### config.mk
export PLATFORM = sky130hd
export DESIGN_NAME = serial_to_parallel_conv
export DESIGN_NICKNAME = d
export VERILOG_FILES = /design/src/rtl/serial_to_parallel_conv.sv
export SDC_FILE = /design/constraint.sdc
export NUM_CORES = 1
export LEC_CHECK = 0
export CORE_AREA = 5 5 60 62
export DETAILED_ROUTE_END_ITERATION = 8
export DIE_AREA = 0 0 65 67
export GPL_ROUTABILITY_DRIVEN = 0
export SLEW_MARGIN = 30
export SYNTH_ARGS = -nofsm -noshare
export SYNTH_HDL_FRONTEND = slang
export SYNTH_SLANG_ARGS = --single-unit
export TNS_END_PERCENT = 20
### constraint.sdc
create_clock -name clk -period 2.6 [get_ports clk]
set_clock_uncertainty 0.15 [all_clocks]
set_input_delay 0.65 -clock clk [delete_from_list [all_inputs] [get_ports clk]]
set_output_delay 0.65 -clock clk [all_outputs]
set_load 0.02 [all_outputs]
### src/rtl/serial_to_parallel_conv.sv
// Serial-to-parallel stage: deserializes an MSB-first bit stream into bytes and arms
// Latency: a byte's last bit sampled at edge E appears on data_out/byte_stb after E.
// Backpressure: none; one bit is consumed every clk, outputs are held between strobes.
module serial_to_parallel_conv #(
  parameter logic [7:0]  COM_SYMBOL = 8'hBC,
  parameter int unsigned COM_COUNT  = 4
) (
  input  logic       clk,
  input  logic       reset,
  input  logic       data_in,
  output logic [7:0] data_out,
  output logic       valid_out,
  output logic       byte_stb,
  output logic       active
);

  typedef enum logic {SEARCH = 1'b0, ACTIVE = 1'b1} state_t;

  localparam logic [3:0] COM_TARGET = 4'(COM_COUNT);

  logic [2:0] bit_cnt;
  logic [6:0] shift;
  logic [7:0] b;
  logic       boundary;
  logic       is_com;
  logic [3:0] com_cnt;
  logic [3:0] com_cnt_nxt;
  logic [3:0] com_cnt_inc;
  state_t     state;
  state_t     state_nxt;

  logic [7:0] data_out_nxt;
  logic       valid_out_nxt;
  logic       byte_stb_nxt;

  // Byte being completed this cycle: the seven held bits plus the incoming one.
  assign b           = {shift, data_in};
  assign boundary    = (bit_cnt == 3'd7);
  assign is_com      = (b == COM_SYMBOL);
  assign com_cnt_inc = com_cnt + 4'd1;

  // Bit framing: the byte boundary is fixed by reset release, never realigned.
  always_ff @(posedge clk) begin
    if (reset) begin
      bit_cnt <= 3'd0;
      shift   <= 7'd0;
    end else begin
      bit_cnt <= bit_cnt + 3'd1;
      shift   <= b[6:0];
    end
  end

  // FSM state and COM run-length register.
  always_ff @(posedge clk) begin
    if (reset) begin
      state   <= SEARCH;
      com_cnt <= 4'd0;
    end else begin
      state   <= state_nxt;
      com_cnt <= com_cnt_nxt;
    end
  end

  // Next state: count consecutive COM bytes in SEARCH; ACTIVE is sticky until reset.
  always_comb begin
    state_nxt   = state;
    com_cnt_nxt = com_cnt;
    if (boundary && state == SEARCH) begin
      if (is_com) begin
        if (com_cnt_inc == COM_TARGET) begin
          state_nxt   = ACTIVE;
          com_cnt_nxt = 4'd0;
        end else begin
          com_cnt_nxt = com_cnt_inc;
        end
      end else begin
        com_cnt_nxt = 4'd0;
      end
    end
  end

  // Output next-values: only boundaries seen while already ACTIVE are emitted, so the
  // byte that completes the arming COM run is swallowed.
  always_comb begin
    data_out_nxt  = data_out;
    valid_out_nxt = valid_out;
    byte_stb_nxt  = 1'b0;
    if (boundary && state == ACTIVE) begin
      data_out_nxt  = b;
      valid_out_nxt = !is_com;
      byte_stb_nxt  = 1'b1;
    end
  end

  // Registered outputs; active tracks the FSM on the same edge it changes.
  always_ff @(posedge clk) begin
    if (reset) begin
      data_out  <= 8'h00;
      valid_out <= 1'b0;
      byte_stb  <= 1'b0;
      active    <= 1'b0;
    end else begin
      data_out  <= data_out_nxt;
      valid_out <= valid_out_nxt;
      byte_stb  <= byte_stb_nxt;
      active    <= (state_nxt == ACTIVE);
    end
  end

endmodule

==> run_results.csv, run 1 <==
group,metric,value,unit
routing,finalWirelength,1710,um
clock_tree,h-tree-depth,1,
job,maxCapViolCount,0,
timing,grt_setup_unrepaired,"no",
global_route,global_route.usage.met3,3.54,%
power,clkPwrFrac,30.3,%
finish,utilization,39.5,%
worst_setup_path,endpoint_kind,"primary output",
global_route,grt_max_degree,26,
timing,hold_violations,0,
worst_setup_path,critPathMaxStageDelay,0.63,ns
clock_tree,cts_root_buf,"clkbuf_4",
clock_tree,cts_resized,0,
worst_setup_path,required,1.80,ns
timing,setup_viol,0,
global_route,grt_pass1_wl,3060,um
placement,io_buffers,13,
clock_tree,cts_buffers,3,
clock_tree,ctsHoldBuffers,0,
power,intPower,458,uW
routing,antenna_left,0,
timing,setup_ws,0.434,ns
routing,vias,713,
global_route,grt-ovfl-total,0,
global_route,grt_use_total,9.34,%
worst_setup_path,cp_top_family,"buffers and inverters",
finish,area_growth_syn_to_layout,20.2,%
clock_tree,insertion_delay,0.32,ns
finish,finalNetCount,123,
synthesis,synth_warnings,0,
routing,drtIter0Drc,26,
placement,dp_hpwl,1190,um
worst_setup_path,critical_path.max_fanout,5,
synthesis,syn_avg_cell_area,9.78,um2
floorplanning,num_rows,20,
finish,regArea,500,um2
power,p_comb_share,3.1,%
floorplanning,die-area,0.00436,mm2
clock_tree,clkTransAtPathRegs,0.14,ns
finish,drive_gt1_share,7.83,%
global_route,gr-usage-met2,15.2,%
power,p_leak,0.000446,uW
floorplanning,die_x,65,um
timing,slew_headroom,72.0,%
worst_setup_path,cp-start-kind,"register",
worst_setup_path,crit_buf_inv,1,
global_route,grt_pass1_vias,688,
timing,worst_slew_pin_slew,0.417,ns
worst_setup_path,critical_path_arrival,1.37,ns
global_route,antenna_found_initial,0,
floorplanning,fp.dieH,67,um
clock_tree,cts.sinks,25,
timing,fin_crit,2.17,ns
synthesis,synth_area,978,um2
synthesis,netlist_instances,100,
synthesis,ys_ff_latch,25,
routing,drc,0,
worst_setup_path,ff2ff_setup_slack,0.70,ns
clock_tree,cts_tree,"yes",
worst_setup_path,path_cells,"clkdlybuf4s50_1",
power,power_density,503,mW/mm2
worst_hold_path,hold_path.class,"register to register",
power,p_seq_share,66.5,%
status,status,"complete, no violations",
finish,multi_input_area,455,um2
placement,dp_slack,0.225,ns
worst_setup_path,criticalPathCategory,"register to primary output",
power,p_switching,133,uW
finish,diodes,0,
finish,fill_cells,305,
floorplanning,core,0.00298,mm2
timing,period_share,83.3,%
timing,final_max_slew_viol_count,0,
synthesis,yosysSeqAreaShare,51.2,%
timing,finalSetupTns,0,ns
floorplanning,initial_core_util,32.9,%
floorplanning,ios,14,
routing,wl_per_cell,11.6,um
synthesis,yosys.cell_types.count,23,
routing,firstDrtPassIters,4,
clock_tree,postCtsSetupRepairBufs,0,
routing,via_per_inst,4.82,
timing,fmax,462,MHz
clock_tree,clockBufferDepth,2,
global_route,busiest_layer,"met2",
global_route,gr-usage-met1,10.9,%
synthesis,syn_nets,107,
worst_setup_path,cpMaxStageDelayCell,"clkdlybuf4s50_1",
power,switching_share,22.6,%
power,peakVddDrop,0.333,mV
synthesized netlist by cell type:
library cell   n  area share (%)
nand2_1       21             8.1
a311oi_1       1            0.90
ha_1           4             5.1
mux2i_1        1             1.0
clkbuf_1       3             1.2
a41oi_1        1            0.90
nor3_4         1             1.7
nor2_1         4             1.5
or4b_1         1             1.0
nor2b_1       11             7.0
nand4b_4       1             2.4
dfxtp_1       25              51
nand4bb_4      1             2.8
inv_1          3             1.2
a31oi_1        1            0.64
nor3_1         3             1.5
o311ai_0       3             2.7
and2_1         1            0.64
o21a_1         1            0.77
nand2b_4       1             1.4
a21oi_1       10             5.1
a211oi_1       1            0.77
nand3_1        1            0.51
flip-flops by register name (all words and copies together), names as in the netlist:
register	cells
shift	7
active	1
valid_out	1
data_out	8
byte_stb	1
com_cnt	4
bit_cnt	3
layer usage:
metal	routed length [um]	vias up
met5	0	-
met4	21	0
met3	82	2
met2	762	18
met1	844	322
li1	-	371
logic make-up after synthesis:
| family | Yosys count | share of synthesized area [%] |
|---|---|---|
| compound gates | 18 | 11.8 |
| fa+ha+maj | 4 | 5.12 |
| buf+inv | 6 | 2.30 |
| flops | 25 | 51.2 |
| mux | 1 | 1.02 |
| simple gates | 46 | 28.6 |
final cells by class:
cell class	count	share of cell area, %
Inverter	3	0.957
Multi-Input combinational cell	69	38.7
Clock buffer	3	1.91
Tap cell	33	3.51
Clock inverter	1	0.638
Sequential cell	25	42.6
Timing Repair Buffer	14	11.7
power by group through the flow:
stage	logic, uW	clock network, uW	registers [uW]
after floorplan	11.4	0	401
after global placement	18.3	0	401
after detailed placement	18.6	0	402
after CTS	18.9	193	393
after global routing	22.1	202	394
final	18.5	179	393
cells in the final DEF, fill, tap and decap left out:
cell type / Yosys / layout
nand4b_4: 1 / 1
clkbuf_4: 0 / 3
nand2b_4: 1 / 1
a41oi_1: 1 / 1
o21a_1: 1 / 1
nand4bb_4: 1 / 1
a211oi_1: 1 / 1
nand2_1: 21 / 21
a311oi_1: 1 / 1
nor2_1: 4 / 4
ha_1: 4 / 4
dfxtp_1: 25 / 25
nor3_4: 1 / 1
nor2b_1: 11 / 11
nand3_1: 1 / 1
or4b_1: 1 / 1
a31oi_1: 1 / 1
o311ai_0: 3 / 3
and2_1: 1 / 1
clkdlybuf4s50_1: 0 / 13
nor3_1: 3 / 3
inv_1: 3 / 3
a21oi_1: 10 / 10
clkinvlp_4: 0 / 1
buf_4: 0 / 1
mux2i_1: 1 / 1
stage by stage:
stage	instances	instance area (um2)	power, uW	hold WS [ns]
2_1_floorplan	100	978	412	0.249
3_3_place_gp	144	1150	420	0.258
3_5_place_dp	144	1150	420	0.269
4_1_cts	148	1180	605	0.288
5_1_grt	148	1180	618	0.315
6_report	148	1180	591	0.288
worst paths after layout:
path / depth (start not counted) / start / end
worst max-delay path: 1 / active$_SDFFE_PP0P_ / active
worst min-delay path: 1 / bit_cnt[0]$_SDFF_PP0_ / bit_cnt[0]$_SDFF_PP0_
worst max register to register: 6 / bit_cnt[0]$_SDFF_PP0_ / active$_SDFFE_PP0P_
worst min register to register: 1 / bit_cnt[0]$_SDFF_PP0_ / bit_cnt[0]$_SDFF_PP0_
(Power assumes the default switching activity.)
==> inputs of run 2 (changes only) <==
==> constraint.sdc (replaced) <==
create_clock -name clk -period 2.1 [get_ports clk]
set_clock_uncertainty 0.15 [all_clocks]
set_input_delay 0.525 -clock clk [delete_from_list [all_inputs] [get_ports clk]]
set_output_delay 0.525 -clock clk [all_outputs]
set_load 0.02 [all_outputs]
==> run_results.csv, run 2 (synthesized netlist as in run 1, its figures left out) <==
group,metric,value,unit
power,power_density,612,mW/mm2
placement,dp_hpwl,1300,um
worst_setup_path,cp-start-kind,"register",
placement,io_buffers,13,
finish,regMostFlops,"data_out",
global_route,grt_pass1_vias,751,
global_route,gr-usage-met1,10.2,%
global_route,gr-usage-met2,16.7,%
worst_setup_path,crit_buf_inv,1,
finish,largest_reg_flops,8,
finish,fill_cells,311,
floorplanning,die-area,0.00436,mm2
routing,wl_per_cell,11.9,um
worst_setup_path,critical_path.max_fanout,2,
floorplanning,num_rows,20,
worst_setup_path,path_cells,"clkdlybuf4s50_1",
floorplanning,initial_core_util,32.9,%
clock_tree,clkTransAtPathRegs,0.14,ns
routing,antenna_left,0,
timing,fmax,510,MHz
power,p_leak,0.000475,uW
worst_setup_path,critical_path_arrival,1.29,ns
clock_tree,cts_buffers,3,
timing,period_share,93.4,%
timing,slew_headroom,72.2,%
worst_setup_path,criticalPathCategory,"register to primary output",
clock_tree,cts_root_buf,"clkbuf_4",
timing,hold_violations,0,
timing,final_max_slew_viol_count,0,
timing,worst_slew_pin_slew,0.415,ns
global_route,grt-ovfl-total,0,
power,power,730,uW
power,peakVddDrop,0.419,mV
routing,finalWirelength,1780,um
worst_setup_path,required,1.42,ns
clock_tree,cts_tree,"yes",
floorplanning,fp.dieH,67,um
floorplanning,ios,14,
global_route,grt_use_total,9.54,%
finish,final_cell_area,0.00119,mm2
finish,largestRegisters,"data_out (8), shift (7), com_cnt (4)",
finish,diodes,0,
placement,dpl_cell_area,0.00116,mm2
timing,finalSetupTns,0,ns
finish,area_growth_syn_to_layout,22.0,%
finish,final_cell_mix,"dfxtp_1, nand2_1, clkdlybuf4s50_1, nor2b_1, a21oi_1",
routing,firstDrtPassIters,4,
worst_setup_path,cpMaxStageDelayCell,"clkdlybuf4s50_1",
worst_setup_path,endpoint_kind,"primary output",
floorplanning,die_x,65,um
clock_tree,h-tree-depth,1,
worst_setup_path,cp_top_family,"buffers and inverters",
global_route,grt_max_degree,26,
status,status,"complete, no violations",
finish,drive_gt1_share,9.40,%
routing,drtIter0Drc,48,
worst_setup_path,critPathMaxStageDelay,0.60,ns
timing,fin_crit,1.96,ns
timing,fin_hold_ws,0.281,ns
job,maxCapViolCount,0,
global_route,antenna_found_initial,0,
routing,via_per_inst,4.87,
worst_hold_path,hold_path.class,"register to register",
finish,multi_input_area,455,um2
timing,setup_viol,0,
clock_tree,postCtsSetupRepairBufs,0,
global_route,busiest_layer,"met2",
global_route,grt_pass1_wl,3190,um
finish,regArea,500,um2
floorplanning,core,0.00298,mm2
routing,drc,0,
clock_tree,clockBufferDepth,2,
finish,layout_commonest_cell,"dfxtp_1",
global_route,global_route.usage.met3,3.71,%
clock_tree,cts.sinks,25,
clock_tree,insertion_delay,0.32,ns
routing,vias,730,
finish,finalNetCount,125,
timing,grt_setup_unrepaired,"no",
## run 2: cell types whose count changed in the layout (fill, tap and decap cells not counted), sizes merged
| cell | delta |
|---|---|
| buf | +2 |
| clkdlybuf4s50 | -1 |
| dlymetal6s2s | +1 |
## run 2: final timing paths
check / slack (ns) / from / cells after the start / endpoint
max: 0.14 / data_out[6]$_SDFFE_PP0P_ / 1 / data_out[6]
min: 0.28 / bit_cnt[0]$_SDFF_PP0_ / 1 / bit_cnt[0]$_SDFF_PP0_
max reg2reg: 0.25 / com_cnt[0]$_SDFFE_PP0P_ / 5 / active$_SDFFE_PP0P_
min reg2reg: 0.28 / bit_cnt[0]$_SDFF_PP0_ / 1 / bit_cnt[0]$_SDFF_PP0_
## run 2: stage by stage
stage	setup WS (ns)	cells	util, %
4_1_cts	0.0244	150	40.0
3_3_place_gp	-0.00421	146	39.0
6_report	0.139	150	40.1
2_1_floorplan	0.342	100	-
5_1_grt	0.0701	150	40.1
3_5_place_dp	-0.0398	146	39.0
## run 2: repair_timing
| item | CTS | global route |
|---|---|---|
| hold buffers | 0 | 0 |
| setup endpoints to repair | 0 | 1 |
| resized for setup | 0 | 1 |
| hold endpoints to repair | 0 | 0 |
## run 2: per-layer routing
layer,part of all wire [%],routed length [um]
met5,0,0
met4,2.2,40
met3,6.0,106
met2,46,813
met1,46,820
## run 2: power breakdown
| part | internal (uW) | total, uW | switching, uW | leakage, uW |
|---|---|---|---|---|
| clock network | 72.9 | 221 | 148 | 0.0000139 |
| logic | 12.0 | 22.8 | 10.7 | 0.000258 |
| registers | 482 | 487 | 4.52 | 0.000203 |
## run 2: area by class of cell
type | instances | area share, %
flip-flops and latches | 25 | 41.9
multi-input cells | 69 | 38.2
repair buffers | 16 | 13.0
well taps | 33 | 3.46
clock buffers | 3 | 1.89
inverters | 3 | 0.943
clock inverters | 1 | 0.629
